==> src/rtl/sprite_anim_pkg.sv <==
// Shared types and constants for the animated sprite renderer.
package sprite_anim_pkg;

    typedef enum logic {
        ANIM_LOOP     = 1'b0,
        ANIM_PINGPONG = 1'b1
    } anim_mode_t;

    typedef enum logic {
        HOLD = 1'b0,
        PLAY = 1'b1
    } anim_state_t;

    localparam int SPR_PIPE_LAT = 3;

endpackage

==> src/rtl/sprite_anim_render_seq.sv <==
// Animation sequencer: frame-start detection, hold counter, direction and frame index.
// With SPRITE_MIRROR_EN defined, it also latches the mirror flag at each frame start.
module sprite_anim_seq
    import sprite_anim_pkg::*;
#(
    parameter int NUM_FRAMES = 8,
    parameter int FRAME_HOLD = 6,
    parameter int FI_W       = 3
) (
    input  logic            clk_i,
    input  logic            rst_n_i,
    input  logic            at_origin_i,
    input  logic            play_i,
    input  logic            anim_mode_i,
`ifdef SPRITE_MIRROR_EN
    input  logic            mirror_i,
    output logic            mirror_o,
`endif
    output logic [FI_W-1:0] frame_idx_o
);

    localparam int HOLD_W = (FRAME_HOLD > 1) ? $clog2(FRAME_HOLD) : 1;
    localparam logic [HOLD_W-1:0] HOLD_LAST  = HOLD_W'(FRAME_HOLD - 1);
    localparam logic [FI_W-1:0]   LAST_FRAME = FI_W'(NUM_FRAMES - 1);

    anim_state_t       state_q, state_d;
    anim_mode_t        mode;
    logic              origin_q;
    logic              sof;
    logic [HOLD_W-1:0] cnt_q, cnt_d;
    logic              dir_down_q, dir_down_d;
    logic [FI_W-1:0]   frame_q, frame_d;

    assign mode = anim_mode_t'(anim_mode_i);
    // Edge-detect so a dwelling pixel counter yields only one pulse per frame
    assign sof  = at_origin_i && !origin_q;

    always_comb begin
        state_d    = state_q;
        cnt_d      = cnt_q;
        dir_down_d = dir_down_q;
        frame_d    = frame_q;
        case (state_q)
            HOLD:    if (play_i)  state_d = PLAY;
            PLAY:    if (!play_i) state_d = HOLD;
            default: state_d = HOLD;
        endcase
        // Live play input decides, so a toggle coinciding with the pulse is honoured
        if (play_i && sof) begin
            if (cnt_q == HOLD_LAST) begin
                cnt_d = '0;
                if (NUM_FRAMES > 1) begin
                    if (mode == ANIM_LOOP) begin
                        dir_down_d = 1'b0;
                        frame_d    = (frame_q == LAST_FRAME) ? '0 : frame_q + 1'b1;
                    end else if (!dir_down_q) begin
                        if (frame_q == LAST_FRAME) begin
                            dir_down_d = 1'b1;
                            frame_d    = frame_q - 1'b1;
                        end else begin
                            frame_d    = frame_q + 1'b1;
                        end
                    end else begin
                        if (frame_q == '0) begin
                            dir_down_d = 1'b0;
                            frame_d    = frame_q + 1'b1;
                        end else begin
                            frame_d    = frame_q - 1'b1;
                        end
                    end
                end
            end else begin
                cnt_d = cnt_q + 1'b1;
            end
        end
    end

    always_ff @(posedge clk_i) begin
        if (!rst_n_i) begin
            state_q    <= HOLD;
            origin_q   <= 1'b0;
            cnt_q      <= '0;
            dir_down_q <= 1'b0;
            frame_q    <= '0;
        end else begin
            state_q    <= state_d;
            origin_q   <= at_origin_i;
            cnt_q      <= cnt_d;
            dir_down_q <= dir_down_d;
            frame_q    <= frame_d;
        end
    end

`ifdef SPRITE_MIRROR_EN
    logic mirror_q;
    always_ff @(posedge clk_i) begin
        if (!rst_n_i)  mirror_q <= 1'b0;
        else if (sof)  mirror_q <= mirror_i;
    end
    assign mirror_o = mirror_q;
`endif

    assign frame_idx_o = frame_q;

endmodule

==> src/rtl/sprite_anim_render.sv <==
// Multi-frame scaled sprite renderer: 3-cycle geometry -> ROM -> palette pipeline.
// Optional horizontal mirroring is enabled by defining SPRITE_MIRROR_EN.
module sprite_anim_render
    import sprite_anim_pkg::*;
#(
    parameter int SPR_W      = 110,
    parameter int SPR_H      = 96,
    parameter int NUM_FRAMES = 8,
    parameter int SCALE_LOG2 = 1,
    parameter int FRAME_HOLD = 6,
    parameter int TRANSP_IDX = 0,
    parameter int ADDR_W     = $clog2(SPR_W * SPR_H * NUM_FRAMES),
    localparam int FI_W      = (NUM_FRAMES > 1) ? $clog2(NUM_FRAMES) : 1
) (
    input  logic              vga_clk,
    input  logic              reset_n,
    input  logic [9:0]        DrawX,
    input  logic [9:0]        DrawY,
    input  logic              blank,
    input  logic [9:0]        sprite_x,
    input  logic [9:0]        sprite_y,
    input  logic              play,
    input  logic              anim_mode,
`ifdef SPRITE_MIRROR_EN
    input  logic              mirror,
`endif
    output logic [ADDR_W-1:0] rom_address,
    input  logic [3:0]        rom_q,
    output logic [3:0]        pal_index,
    input  logic [3:0]        pal_red,
    input  logic [3:0]        pal_green,
    input  logic [3:0]        pal_blue,
    output logic [3:0]        red,
    output logic [3:0]        green,
    output logic [3:0]        blue,
    output logic              hit,
    output logic [FI_W-1:0]   frame_idx
);

    localparam int              FRAME_SZ = SPR_W * SPR_H;
    localparam logic [10:0]     BOX_W    = 11'(SPR_W << SCALE_LOG2);
    localparam logic [10:0]     BOX_H    = 11'(SPR_H << SCALE_LOG2);
    localparam logic [10:0]     U_LAST   = 11'(SPR_W - 1);
    localparam logic [3:0]      TRANSP   = 4'(TRANSP_IDX);

    logic              mirror_en;
    logic [10:0]       dx_p0, dy_p0, u_p0, v_p0, u_eff_p0;
    logic              in_box_p0;
    logic [ADDR_W-1:0] rom_address_q, rom_address_d;
    logic              in_box_p1_q, blank_p1_q;
    logic              in_box_p2_q, blank_p2_q;
    logic              hit_q, hit_d;
    logic [3:0]        red_q, green_q, blue_q;

    sprite_anim_seq #(
        .NUM_FRAMES (NUM_FRAMES),
        .FRAME_HOLD (FRAME_HOLD),
        .FI_W       (FI_W)
    ) u_seq (
        .clk_i       (vga_clk),
        .rst_n_i     (reset_n),
        .at_origin_i (DrawX == 10'd0 && DrawY == 10'd0),
        .play_i      (play),
        .anim_mode_i (anim_mode),
`ifdef SPRITE_MIRROR_EN
        .mirror_i    (mirror),
        .mirror_o    (mirror_en),
`endif
        .frame_idx_o (frame_idx)
    );

`ifndef SPRITE_MIRROR_EN
    assign mirror_en = 1'b0;
`endif

    // Stage 0: unsigned underflow pushes left/above positions outside the box
    assign dx_p0     = {1'b0, DrawX} - {1'b0, sprite_x};
    assign dy_p0     = {1'b0, DrawY} - {1'b0, sprite_y};
    assign in_box_p0 = (dx_p0 < BOX_W) && (dy_p0 < BOX_H);
    assign u_p0      = dx_p0 >> SCALE_LOG2;
    assign v_p0      = dy_p0 >> SCALE_LOG2;
    assign u_eff_p0  = mirror_en ? (U_LAST - u_p0) : u_p0;

    assign rom_address_d = in_box_p0
        ? (ADDR_W'(frame_idx) * ADDR_W'(FRAME_SZ) + ADDR_W'(v_p0) * ADDR_W'(SPR_W) + ADDR_W'(u_eff_p0))
        : rom_address_q;

    // Stage 2: rom_q arrives one cycle after the address
    assign pal_index = rom_q;
    assign hit_d     = blank_p2_q && in_box_p2_q && (rom_q != TRANSP);

    always_ff @(posedge vga_clk) begin
        if (!reset_n) begin
            rom_address_q <= '0;
            in_box_p1_q   <= 1'b0;
            blank_p1_q    <= 1'b0;
            in_box_p2_q   <= 1'b0;
            blank_p2_q    <= 1'b0;
            hit_q         <= 1'b0;
            red_q         <= '0;
            green_q       <= '0;
            blue_q        <= '0;
        end else begin
            rom_address_q <= rom_address_d;
            in_box_p1_q   <= in_box_p0;
            blank_p1_q    <= blank;
            in_box_p2_q   <= in_box_p1_q;
            blank_p2_q    <= blank_p1_q;
            // Stage 3: registered colour, black unless opaque
            hit_q         <= hit_d;
            red_q         <= hit_d ? pal_red   : 4'd0;
            green_q       <= hit_d ? pal_green : 4'd0;
            blue_q        <= hit_d ? pal_blue  : 4'd0;
        end
    end

    assign rom_address = rom_address_q;
    assign hit         = hit_q;
    assign red         = red_q;
    assign green       = green_q;
    assign blue        = blue_q;

endmodule

==> config.mk <==
export PLATFORM = sky130hd
export DESIGN_NAME = sprite_anim_render
export DESIGN_NICKNAME = d
export VERILOG_FILES = /design/src/rtl/sprite_anim_pkg.sv /design/src/rtl/sprite_anim_render_seq.sv /design/src/rtl/sprite_anim_render.sv
export SDC_FILE = /design/constraint.sdc
export NUM_CORES = 1
export LEC_CHECK = 0
export CAP_MARGIN = 20
export CORE_MARGIN = 4
export CORE_UTILIZATION = 46
export CTS_CLUSTER_DIAMETER = 80
export CTS_CLUSTER_SIZE = 30
export DETAILED_ROUTE_END_ITERATION = 10
export PLACE_DENSITY = 0.75
export SKIP_LAST_GASP = 1
export SYNTH_ARGS = -nofsm -noshare
export SYNTH_HDL_FRONTEND = slang
export SYNTH_SLANG_ARGS = --single-unit
export TNS_END_PERCENT = 5
==> constraint.sdc <==
create_clock -name vga_clk -period 16.7 [get_ports vga_clk]
set_clock_uncertainty 0.1 [all_clocks]
set_input_delay 4.175 -clock vga_clk [delete_from_list [all_inputs] [get_ports vga_clk]]
set_output_delay 4.175 -clock vga_clk [all_outputs]
set_load 0.005 [all_outputs]
==> summary by stage, run 1 <==
Run status
The flow ran to the end, and the final reports show no timing, DRC or antenna violations.

Clocking
The clock drives 42 sinks. No sink is reached through more buffers than the 2 on the longest clock path. The root buffer cell chosen for the clock tree is sky130_fd_sc_hd__clkbuf_8.

Buffers added to address setup during post-CTS repair amount to 0. The number of buffers inserted by hold repair at cts is 0. CTS built an H-tree with a depth of 2. The post-CTS resize count is 0. The post-CTS clock slew at the launch and capture registers of the worst setup and hold paths is 0.08 ns. The number of buffers added by the clock tree synthesis step is 5. At the later pin of the worst-skew pair, clock insertion delay measures 0.29 ns. The TritonCTS clock tree is built.

Finish
The net count of the finished layout is 843. The fraction of final layout cells with drive strength greater than 1 is 4.02%. The number of diodes added for antenna fixing is 0.

At the end of the flow the core is filled with cells to 58.9%. The number of fill cells in the layout is 915. The post-synthesis to final-layout area growth is 24.0%.

GRT
In the global route stage, overall resource usage came out at 17.7%. The first global-routing pass estimated 19.0 mm of wire. The largest net degree at the start of global routing is 25.

The initial antenna violation count is 0. The total grt overflow is 0. The via count of the first global-routing pass is 4194.

Worst setup path
The critical path data arrival time is 11.23 ns. The endpoint identified for the worst register-to-register timing path is rom_address[15]. The worst setup path is captured at a register. Measured in cells, the most critical reg-to-reg path has a length of 12.

In this run the worst path has a maximum fanout of 5. The worst register-to-register path begins at u_seq.frame_idx_o[0]. The setup check on the worst reg-to-reg path leaves a slack of 12.89 ns. The classification of the worst setup path is in2reg. At the worst endpoint, the required time is 16.82 ns. The kind of launch point of the worst setup path is a primary input. In this run the worst setup path begins at sprite_y[1].

Timing
Dividing the final minimum period by the clock period gives 66.5%. The worst setup slack after layout is 5.59 ns. The clock period minus worst slack is 11.11 ns. The worst max-slew margin expressed relative to the limit is 36.5%. The maximum clock rate is 0.0900 GHz.

The max-slew violation count is 0. The number of endpoints with negative hold slack in the final report came to 0. The number of setup violations in the final report is 0. Setup repair after global routing left no endpoint under its margin. The sum of negative setup slack is 0 ns. The transition at the pin with the smallest max-transition slack is 0.946 ns.

The final-layout worst hold slack is 0.344 ns.

Die
The floorplan step defined a die boundary enclosing 12500 um^2. In this run the vertical extent of the chip is 112 um. The number of I/O pins is 98. The number of placement rows is 37. From left edge to right edge, the die measures 112 um. The total area inside the core boundary comes to 10400 um^2. The effective utilization at floorplan is 47.5%.

Synth
The number of flip-flops and latches in the synthesized netlist is 42. Yosys attributes the largest share of cell area to sky130_fd_sc_hd__ha_1 (21%), sky130_fd_sc_hd__dfxtp_1 (17%), sky130_fd_sc_hd__fa_1 (11%). For this run, asynchronously set or reset flops after synthesis account for 0%. The most instantiated flip-flop cell in the synthesis netlist is sky130_fd_sc_hd__dfxtp_1. For this run, the number of Yosys warnings is 0. After synthesis, the mean cell area works out to 8.54 um^2.

Sequential elements use 17.0% of the synthesized area. In this run the biggest area consumer among cell types represents 21.3% of the synthesized area. The synthesized netlist contains 60 unique library cells. The area of the mapped netlist is 4940 um^2. Counting flops with a built-in enable in the synthesized netlist gives 0.

sky130_fd_sc_hd__ha_1 takes more of the synthesized area than any other cell. When the netlist entered floorplanning its net count stood at 751. In the synthesized netlist, the number of instances is 579.

Placement
The worst-case setup slack after placement is 5.30 ns. Routability-driven placement finished with a final weighted congestion of 0.853. The total half-perimeter wirelength after legalization and detailed placement is 9.45 mm. The port buffer count is 97.

Worst hold path
The capture endpoint of the worst hold path is in_box_p2_q. The worst min-delay path startpoint is in_box_p1_q. Along the worst hold path, the cell count comes to 1. The worst hold path belongs to the class reg2reg.

Drt
The count of nets left with antenna violations once routing finished came out at 0. The per-cell routed wire length is 13.6 um. After the first detailed-routing iteration, the DRC count stood at 130. The first detailed-routing pass ran for 4 iterations. The routed design has 11.0 mm of wire. After detailed routing, the number of vias per cell comes to 5.25. After detailed routing, the number of remaining DRC violations is 0. For this block, the via count after detailed routing is 4246.

Run
The reported max-cap violation count is 0.
## worst max-delay path by stage
stage	endpoint	slack, ns
4_1_cts	rom_address[15]	5.60
3_5_place_dp	rom_address[15]	5.30
6_report	rom_address[15]	5.59
2_1_floorplan	rom_address[16]	6.26
5_1_grt	rom_address[16]	5.05
3_3_place_gp	rom_address[15]	5.47
## critical path: stages
cell	delay (ns)
sky130_fd_sc_hd__clkdlybuf4s50_1	0.51
sky130_fd_sc_hd__inv_1	0.05
sky130_fd_sc_hd__ha_1	0.32
sky130_fd_sc_hd__a2111oi_4	0.35
sky130_fd_sc_hd__nor3_2	0.12
sky130_fd_sc_hd__or3_1	0.37
sky130_fd_sc_hd__xor2_1	0.42
sky130_fd_sc_hd__fa_1	0.49
sky130_fd_sc_hd__inv_1	0.07
sky130_fd_sc_hd__fa_1	0.43
sky130_fd_sc_hd__fa_1	0.54
sky130_fd_sc_hd__inv_1	0.04
sky130_fd_sc_hd__ha_1	0.33
sky130_fd_sc_hd__inv_1	0.10
sky130_fd_sc_hd__o21bai_1	0.09
sky130_fd_sc_hd__a21o_1	0.20
sky130_fd_sc_hd__a21oi_1	0.21
sky130_fd_sc_hd__o21bai_1	0.10
sky130_fd_sc_hd__xor2_1	0.15
sky130_fd_sc_hd__ha_1	0.28
sky130_fd_sc_hd__ha_1	0.37
sky130_fd_sc_hd__or2_2	0.32
sky130_fd_sc_hd__a21oi_1	0.16
sky130_fd_sc_hd__a31oi_1	0.09
sky130_fd_sc_hd__or4b_2	0.62
sky130_fd_sc_hd__and3_1	0.19
sky130_fd_sc_hd__o22ai_1	0.14
## metrics by stage
stage | std cells | instance area (um^2)
finish | 808 | 6130
global route | 808 | 6130
CTS | 807 | 6120
detailed placement | 799 | 6010
global placement | 799 | 6010
floorplan | 579 | 4940
## registers in the layout (all words and copies together), names as in the netlist, 3 cells and up
name               cells
blue                   4
green                  4
red                    4
rom_address           17
u_seq.cnt_q            3
u_seq.frame_idx_o      3
## routing by layer
metal / track usage [%] / wire (um) / up-vias
met3: 1.96 / 504 / 12
li1: - / - / 2182
met4: 4.22 / 150 / 0
met5: 0 / 0 / -
met1: 23.2 / 5110 / 1953
met2: 31.0 / 5190 / 99
## cell usage in the layout (no fill, tap or decap), types with 2 or more instances in the layout
| cell type | Yosys | routed |
|---|---|---|
| sky130_fd_sc_hd__nor4_1 | 8 | 8 |
| sky130_fd_sc_hd__a21oi_1 | 43 | 43 |
| sky130_fd_sc_hd__o31a_1 | 3 | 3 |
| sky130_fd_sc_hd__xnor2_1 | 26 | 26 |
| sky130_fd_sc_hd__and3_1 | 4 | 4 |
| sky130_fd_sc_hd__o21bai_1 | 3 | 3 |
| sky130_fd_sc_hd__dfxtp_1 | 42 | 42 |
| sky130_fd_sc_hd__or3_1 | 7 | 7 |
| sky130_fd_sc_hd__a31oi_1 | 4 | 4 |
| sky130_fd_sc_hd__clkbuf_8 | 0 | 5 |
| sky130_fd_sc_hd__o21a_1 | 10 | 10 |
| sky130_fd_sc_hd__clkdlybuf4s50_1 | 0 | 97 |
| sky130_fd_sc_hd__o21ai_1 | 10 | 10 |
| sky130_fd_sc_hd__nor4b_1 | 2 | 2 |
| sky130_fd_sc_hd__fa_1 | 27 | 27 |
| sky130_fd_sc_hd__mux2i_1 | 4 | 4 |
| sky130_fd_sc_hd__or2_2 | 6 | 6 |
| sky130_fd_sc_hd__nor2_1 | 26 | 26 |
| sky130_fd_sc_hd__nand2_1 | 13 | 13 |
| sky130_fd_sc_hd__ha_1 | 84 | 84 |
| sky130_fd_sc_hd__nand3_1 | 28 | 28 |
| sky130_fd_sc_hd__a311oi_1 | 2 | 2 |
| sky130_fd_sc_hd__and2_1 | 17 | 17 |
| sky130_fd_sc_hd__o221a_2 | 2 | 2 |
| sky130_fd_sc_hd__a211oi_1 | 6 | 6 |
| sky130_fd_sc_hd__o21ai_0 | 11 | 11 |
| sky130_fd_sc_hd__nand4b_1 | 2 | 2 |
| sky130_fd_sc_hd__o2111ai_1 | 2 | 2 |
| sky130_fd_sc_hd__nor3_1 | 12 | 12 |
| sky130_fd_sc_hd__a21o_1 | 11 | 11 |
| sky130_fd_sc_hd__o31ai_1 | 3 | 3 |
| sky130_fd_sc_hd__xor2_1 | 15 | 15 |
| sky130_fd_sc_hd__nor3b_1 | 2 | 2 |
| sky130_fd_sc_hd__nand4_1 | 2 | 2 |
| sky130_fd_sc_hd__inv_1 | 92 | 92 |
| sky130_fd_sc_hd__nand2b_1 | 3 | 3 |
| sky130_fd_sc_hd__nand3b_1 | 4 | 4 |
| sky130_fd_sc_hd__nor2b_1 | 9 | 9 |
## area by class of cell
type / count / area [um^2] / area share (%)
clock buffer: 5 / 68.8 / 1.12
clock inverter: 3 / 43.8 / 0.714
inverter: 92 / 345 / 5.63
multi-input combinational: 432 / 3680 / 60.1
sequential: 42 / 841 / 13.7
tap: 136 / 170 / 2.78
timing repair buffer: 98 / 978 / 16.0
## logic make-up (layout without fill, tap and decap cells)
logic type / count (synthesis) / in the layout / synth area share [%]
AO/OA/AOI/OAI: 123 / 123 / 16.6
adder cells (fa/ha/maj): 111 / 111 / 32.2
AND/OR/NAND/NOR: 152 / 152 / 17.3
XOR/XNOR: 42 / 42 / 7.59
multiplexers: 4 / 4 / 0.810
flip-flops: 42 / 42 / 17.0
buffers and inverters: 105 / 198 / 8.50
## cells in the mapped netlist (5+ instances only)
library cell,instances
sky130_fd_sc_hd__a211oi_1,6
sky130_fd_sc_hd__a21o_1,11
sky130_fd_sc_hd__a21oi_1,43
sky130_fd_sc_hd__and2_1,17
sky130_fd_sc_hd__buf_4,5
sky130_fd_sc_hd__clkbuf_1,7
sky130_fd_sc_hd__dfxtp_1,42
sky130_fd_sc_hd__fa_1,27
sky130_fd_sc_hd__ha_1,84
sky130_fd_sc_hd__inv_1,92
sky130_fd_sc_hd__nand2_1,13
sky130_fd_sc_hd__nand3_1,28
sky130_fd_sc_hd__nor2_1,26
sky130_fd_sc_hd__nor2b_1,9
sky130_fd_sc_hd__nor3_1,12
sky130_fd_sc_hd__nor4_1,8
sky130_fd_sc_hd__o21a_1,10
sky130_fd_sc_hd__o21ai_0,11
sky130_fd_sc_hd__o21ai_1,10
sky130_fd_sc_hd__or2_2,6
sky130_fd_sc_hd__or3_1,7
sky130_fd_sc_hd__xnor2_1,26
sky130_fd_sc_hd__xor2_1,15
Power of run 1 is left out: the tool's default activity adds up to more than one toggle a clock period on the data nets, which glitch-free logic cannot reach.
==> inputs of run 2 (changes only) <==
==> constraint.sdc (replaced) <==
create_clock -name vga_clk -period 11.4 [get_ports vga_clk]
set_clock_uncertainty 0.1 [all_clocks]
set_input_delay 2.85 -clock vga_clk [delete_from_list [all_inputs] [get_ports vga_clk]]
set_output_delay 2.85 -clock vga_clk [all_outputs]
set_load 0.005 [all_outputs]
==> summary by stage, run 2 (synthesized netlist as in run 1, its figures left out) <==
Worst setup path
The most common cell type on the critical path is sky130_fd_sc_hd__fa_1. The classification of the worst setup path is in2reg. The delay of the slowest cell on the worst path is 0.73 ns. The kind of launch point of the worst setup path is a primary input.

The critical path data arrival time is 9.93 ns. The critical-path maximum fanout is 9. At the worst endpoint, the required time is 11.52 ns. The nature of the critical path endpoint is a register. The critical-path cell with the highest stage delay is sky130_fd_sc_hd__xnor2_1.

Placement
Port buffering added 97 buffers. At the end of routability-driven placement, the weighted congestion stood at 0.852. The placed instances occupy a cell area of 6010 um^2. The total half-perimeter wirelength after legalization and detailed placement is 9.45 mm.

Drt
The detail route stage leaves a number of antenna-violating nets equal to 0. The post-detailed-routing wire length is 11.0 mm. The total number of vias is 4277. Using the TritonRoute via totals, the vias-per-cell ratio works out to 5.29. The iteration-0 DRC count of the detailed router is 224. The post-detailed-route DRC marker count is 0. The per-cell routed wire length is 13.6 um. The length of the first detailed-routing pass in iterations is 4.

Die
The die covers 12500 um^2. The number of placement rows is 37. The effective utilization at floorplan is 47.5%. The horizontal extent of the die is 112 um. In this run the count of I/O pins placed on the die edge is 98. The core region is 10400 um^2. Measured along the y axis, the die boundary spans 112 um.

GRT
The global-route wire length before repair is 19.1 mm. Summed over all layers, the global routing overflow is 0. The initial antenna violation count came to 0. The largest net degree at the start of global routing is 25. Global routing used 17.7% of the available tracks. The via count of the first global-routing pass is 4222.

Clocking
After clock tree synthesis, the flow added hold-fix buffers numbering 0. The post-CTS resize count is 0. The H-tree was split into 2 levels. The maximum buffer depth of the clock tree is 2.

The buffer type at the clock tree root is sky130_fd_sc_hd__clkbuf_8. TritonCTS built the clock tree. Clock tree synthesis inserted a total of 5 buffers. The post-CTS clock slew at the launch and capture registers of the worst setup and hold paths is 0.08 ns. Post-CTS timing repair inserted 0 buffers for setup.

At the later pin of the worst-skew pair, clock insertion delay measures 0.29 ns. The tree built by TritonCTS fans out to 42 sinks.

Timing
At the pin with the least slew margin, the transition time is 0.928 ns. The final critical-path share of the clock period is 86.0%. Setup repair after global routing left no endpoint under its margin. Setup violations remaining at the end of the flow were counted as 0.

The clock period minus worst slack is 9.81 ns. The number of endpoints with negative hold slack in the final report is 0. The max-slew violation count is 0. Static timing analysis puts the maximum clock frequency at 0.102 GHz. The worst max-slew margin expressed relative to the limit is 37.7%.

The sum of negative setup slack is 0 ns.

Finish
Summing all non-filler instances in the final layout gives an area of 6110 um^2. The filler cells instantiated in the layout total 934. The share of the core filled with cells in the final layout is 58.7%.

Of the cells placed in the final design, the portion with a size suffix greater than 1 is 4.02%. Leaving out fill and tap cells, the most frequent cells in the layout are sky130_fd_sc_hd__clkdlybuf4s50_1 (97), sky130_fd_sc_hd__inv_1 (92), sky130_fd_sc_hd__ha_1 (84), sky130_fd_sc_hd__a21oi_1 (43), sky130_fd_sc_hd__dfxtp_1 (42). The area growth from synthesis to layout is 23.6%. The number of nets in the finished design is 843. The number of diodes added for antenna fixing is 0. The most frequent standard cell in the layout excluding fill and tap cells is sky130_fd_sc_hd__clkdlybuf4s50_1. The flip-flop count of the largest register after layout is 17.

Worst hold path
The path class of the tightest hold or removal check is reg2reg.

Run
The reported max-cap violation count is 0.

Run status
The flow ran to the end, and the final reports show no timing, DRC or antenna violations.
==> run 2: per-stage QoR <==
stage	instances	setup slack, ns	hold WS (ns)
after floorplan	579	2.28	0.312
after global placement	799	1.50	0.318
after detailed placement	799	1.31	0.325
after CTS	807	1.60	0.349
after global routing	808	1.11	0.379
final	808	1.59	0.347
==> run 2: layout make-up <==
cell class | count | area (um^2) | area share (%)
Timing Repair Buffer | 98 | 978 | 16.0
Sequential cell | 42 | 841 | 13.8
Clock buffer | 5 | 68.8 | 1.13
Clock inverter | 3 | 25.0 | 0.409
Multi-Input combinational cell | 432 | 3680 | 60.3
Inverter | 92 | 345 | 5.65
Tap cell | 136 | 170 | 2.78
==> run 2: metal layers <==
layer / vias to the layer above / global-route usage (%) / routed length [um]
met5: - / 0 / 0
met1: 1987 / 23.3 / 5140
met4: 0 / 3.97 / 138
met2: 101 / 31.4 / 5190
met3: 11 / 1.85 / 510
li1: 2178 / - / -
==> run 2: worst max-delay path: cells and delay by family <==
family | cells | cell delay, ns
buf+inv | 4 | 0.66
fa+ha+maj | 7 | 2.84
xor+xnor | 2 | 0.87
simple gates | 7 | 1.67
compound gates | 7 | 1.00
==> run 2: path summary, 6_finish.rpt <==
kind         depth (start not counted)              end  slack, ns                  from
min                                  1      in_box_p2_q       0.35           in_box_p1_q
max reg2reg                         12  rom_address[15]       7.61  u_seq.frame_idx_o[0]
max                                 27  rom_address[15]       1.59              DrawY[0]
min reg2reg                          1      in_box_p2_q       0.35           in_box_p1_q
Power of run 2 is left out for the same reason.
==> inputs of run 3 (changes only) <==
--- a/config.mk
+++ b/config.mk
@@ -12,6 +12,7 @@
 export CTS_CLUSTER_SIZE = 30
 export DETAILED_ROUTE_END_ITERATION = 10
 export PLACE_DENSITY = 0.75
+export RECOVER_POWER = 25
 export SKIP_LAST_GASP = 1
 export SYNTH_ARGS = -nofsm -noshare
 export SYNTH_HDL_FRONTEND = slang
==> summary by stage, run 3 (synthesized netlist as in run 1, its figures left out) <==
Run status
The flow ran to the end, and the final reports show no timing, DRC or antenna violations.

Timing
The sum of negative setup slack is 0 ns. The maximum clock rate is 0.102 GHz. The transition at the pin with the smallest max-transition slack is 0.928 ns. The number of endpoints with negative hold slack in the final report is 0. Setup repair after global routing left no endpoint under its margin. The worst pin sits at a relative slew slack of 37.7%. The max-slew violation count is 0. The final-layout worst hold slack is 0.347 ns. The final critical-path share of the clock period is 86.0%. Counting I/O delays and the setup requirement, the final critical path takes 9.81 ns. Setup violations remaining at the end of the flow were counted as 0.

Clocking
The number of buffers added by the clock tree synthesis step is 5. The post-CTS resize count is 0. The cell sitting at the root of the clock tree is a sky130_fd_sc_hd__clkbuf_8. After clock tree synthesis, the clock-pin slew on the worst setup and hold paths is 0.08 ns. For this design, the sink count on the clock tree is 42. For this design, the CTS-stage hold fixing added 0 buffers. The maximum buffer depth of the clock tree is 2. TritonCTS built the clock tree.

The later pin in the worst-skew pair is clocked with a latency of 0.29 ns. Post-CTS timing repair inserted 0 buffers for setup. The H-tree was split into 2 levels.

GRT
For this run, the total global-route usage over all layers was measured as 17.7%. The via count of the first global-routing pass was 4222. The largest net degree at the start of global routing is 25. Global routing finished with a remaining overflow of 0.

The initial antenna violation count is 0. The first global-routing pass estimated 19.1 mm of wire.

Finish
The number of nets in the finished design is 843. The share of the core filled with cells in the final layout is 58.7%. 0 antenna diodes ended up in the layout. The register with the most flip-flops in the layout has 17 of them. The library cells used most frequently in the layout, excluding fill and tap cells, are sky130_fd_sc_hd__inv_1 (92), sky130_fd_sc_hd__ha_1 (84), sky130_fd_sc_hd__clkdlybuf4s50_1 (81), sky130_fd_sc_hd__a21oi_1 (43), sky130_fd_sc_hd__dfxtp_1 (42). The post-synthesis to final-layout area growth is 23.6%. The most frequent standard cell in the layout excluding fill and tap cells is sky130_fd_sc_hd__inv_1. Cells with a size suffix above 1 make up 4.02% of the layout. The number of non-filler instances in the completed layout is 808.

Die
The number of I/O pins is 98. The number of placement rows is 37. The floorplan step set the die height to 112 um. The horizontal extent of the die is 112 um.

For this configuration, the core starts out at a cell density of 47.5%. The die covers 12500 um^2. The area inside the core boundary is 10400 um^2.

Placement
The global placement routability congestion is 0.852. The total half-perimeter wirelength after legalization and detailed placement is 9.45 mm. The port buffer count is 97. The cell count after placement is 799.

Drt
The first detailed-routing pass took 8 iterations. The post-route antenna net violation count is 0. The iteration-0 DRC count of the detailed router is 219. The post-detailed-routing wire length is 11.0 mm. The per-cell routed wire length is 13.6 um. Dividing the detail-routed via count by the number of cells gives 5.29. In the routed design, unresolved DRC markers number 0. The total number of vias is 4274.

Worst setup path
Data on the critical path arrives at its endpoint at 9.93 ns. The reg-to-reg setup timing slack is 7.62 ns. The number of buffers and inverters on the critical path is 4.

The delay of the slowest cell on the worst path is 0.73 ns. Of all nets on the critical path, the largest fanout is 9. The critical-path cell with the highest stage delay is sky130_fd_sc_hd__xnor2_1.

The nature of the critical path endpoint is a register. The most common cell type on the critical path is sky130_fd_sc_hd__fa_1. The critical path is of the in2reg type. Data on the critical path is required at its endpoint by 11.52 ns. The kind of cell with the highest combined delay along the critical path is adder cells. STA classifies the critical path startpoint as a primary input.

Run
Max-cap violations in this run came to 0.

Worst hold path
The type of the tightest min-delay check is reg2reg.
## run 3: changes by cell type in the layout (fill, tap and decap cells not counted), sizes merged
cell	previous run	this run
dlygate4sd3	0	16
clkdlybuf4s50	97	81
## run 3: cell type report
cell class / instances / area [um^2]
Fill cell: 934 / 4300
Clock buffer: 5 / 68.8
Clock inverter: 3 / 25.0
Inverter: 92 / 345
Sequential cell: 42 / 841
Timing Repair Buffer: 98 / 978
Tap cell: 136 / 170
Multi-Input combinational cell: 432 / 3680
## run 3: per-layer routing
metal	part of all wire, %	up-vias	track usage (%)
li1	-	2178	-
met1	46	1982	23.3
met5	0	-	0
met3	5.2	11	1.85
met4	1.3	0	3.97
met2	47	103	31.4
## run 3: final timing paths
check                       start               to  cells past startpoint
max                      DrawY[0]  rom_address[15]                     27
min                   in_box_p1_q      in_box_p2_q                      1
max reg2reg  u_seq.frame_idx_o[0]  rom_address[15]                     12
min reg2reg           in_box_p1_q      in_box_p2_q                      1
## run 3: metrics by stage
step	setup slack, ns	cell area [um^2]
finish	1.59	6110
global route	1.11	6110
CTS	1.60	6100
detailed placement	1.31	6010
global placement	1.50	6010
floorplan	2.28	4940
Power of run 3 is left out for the same reason.
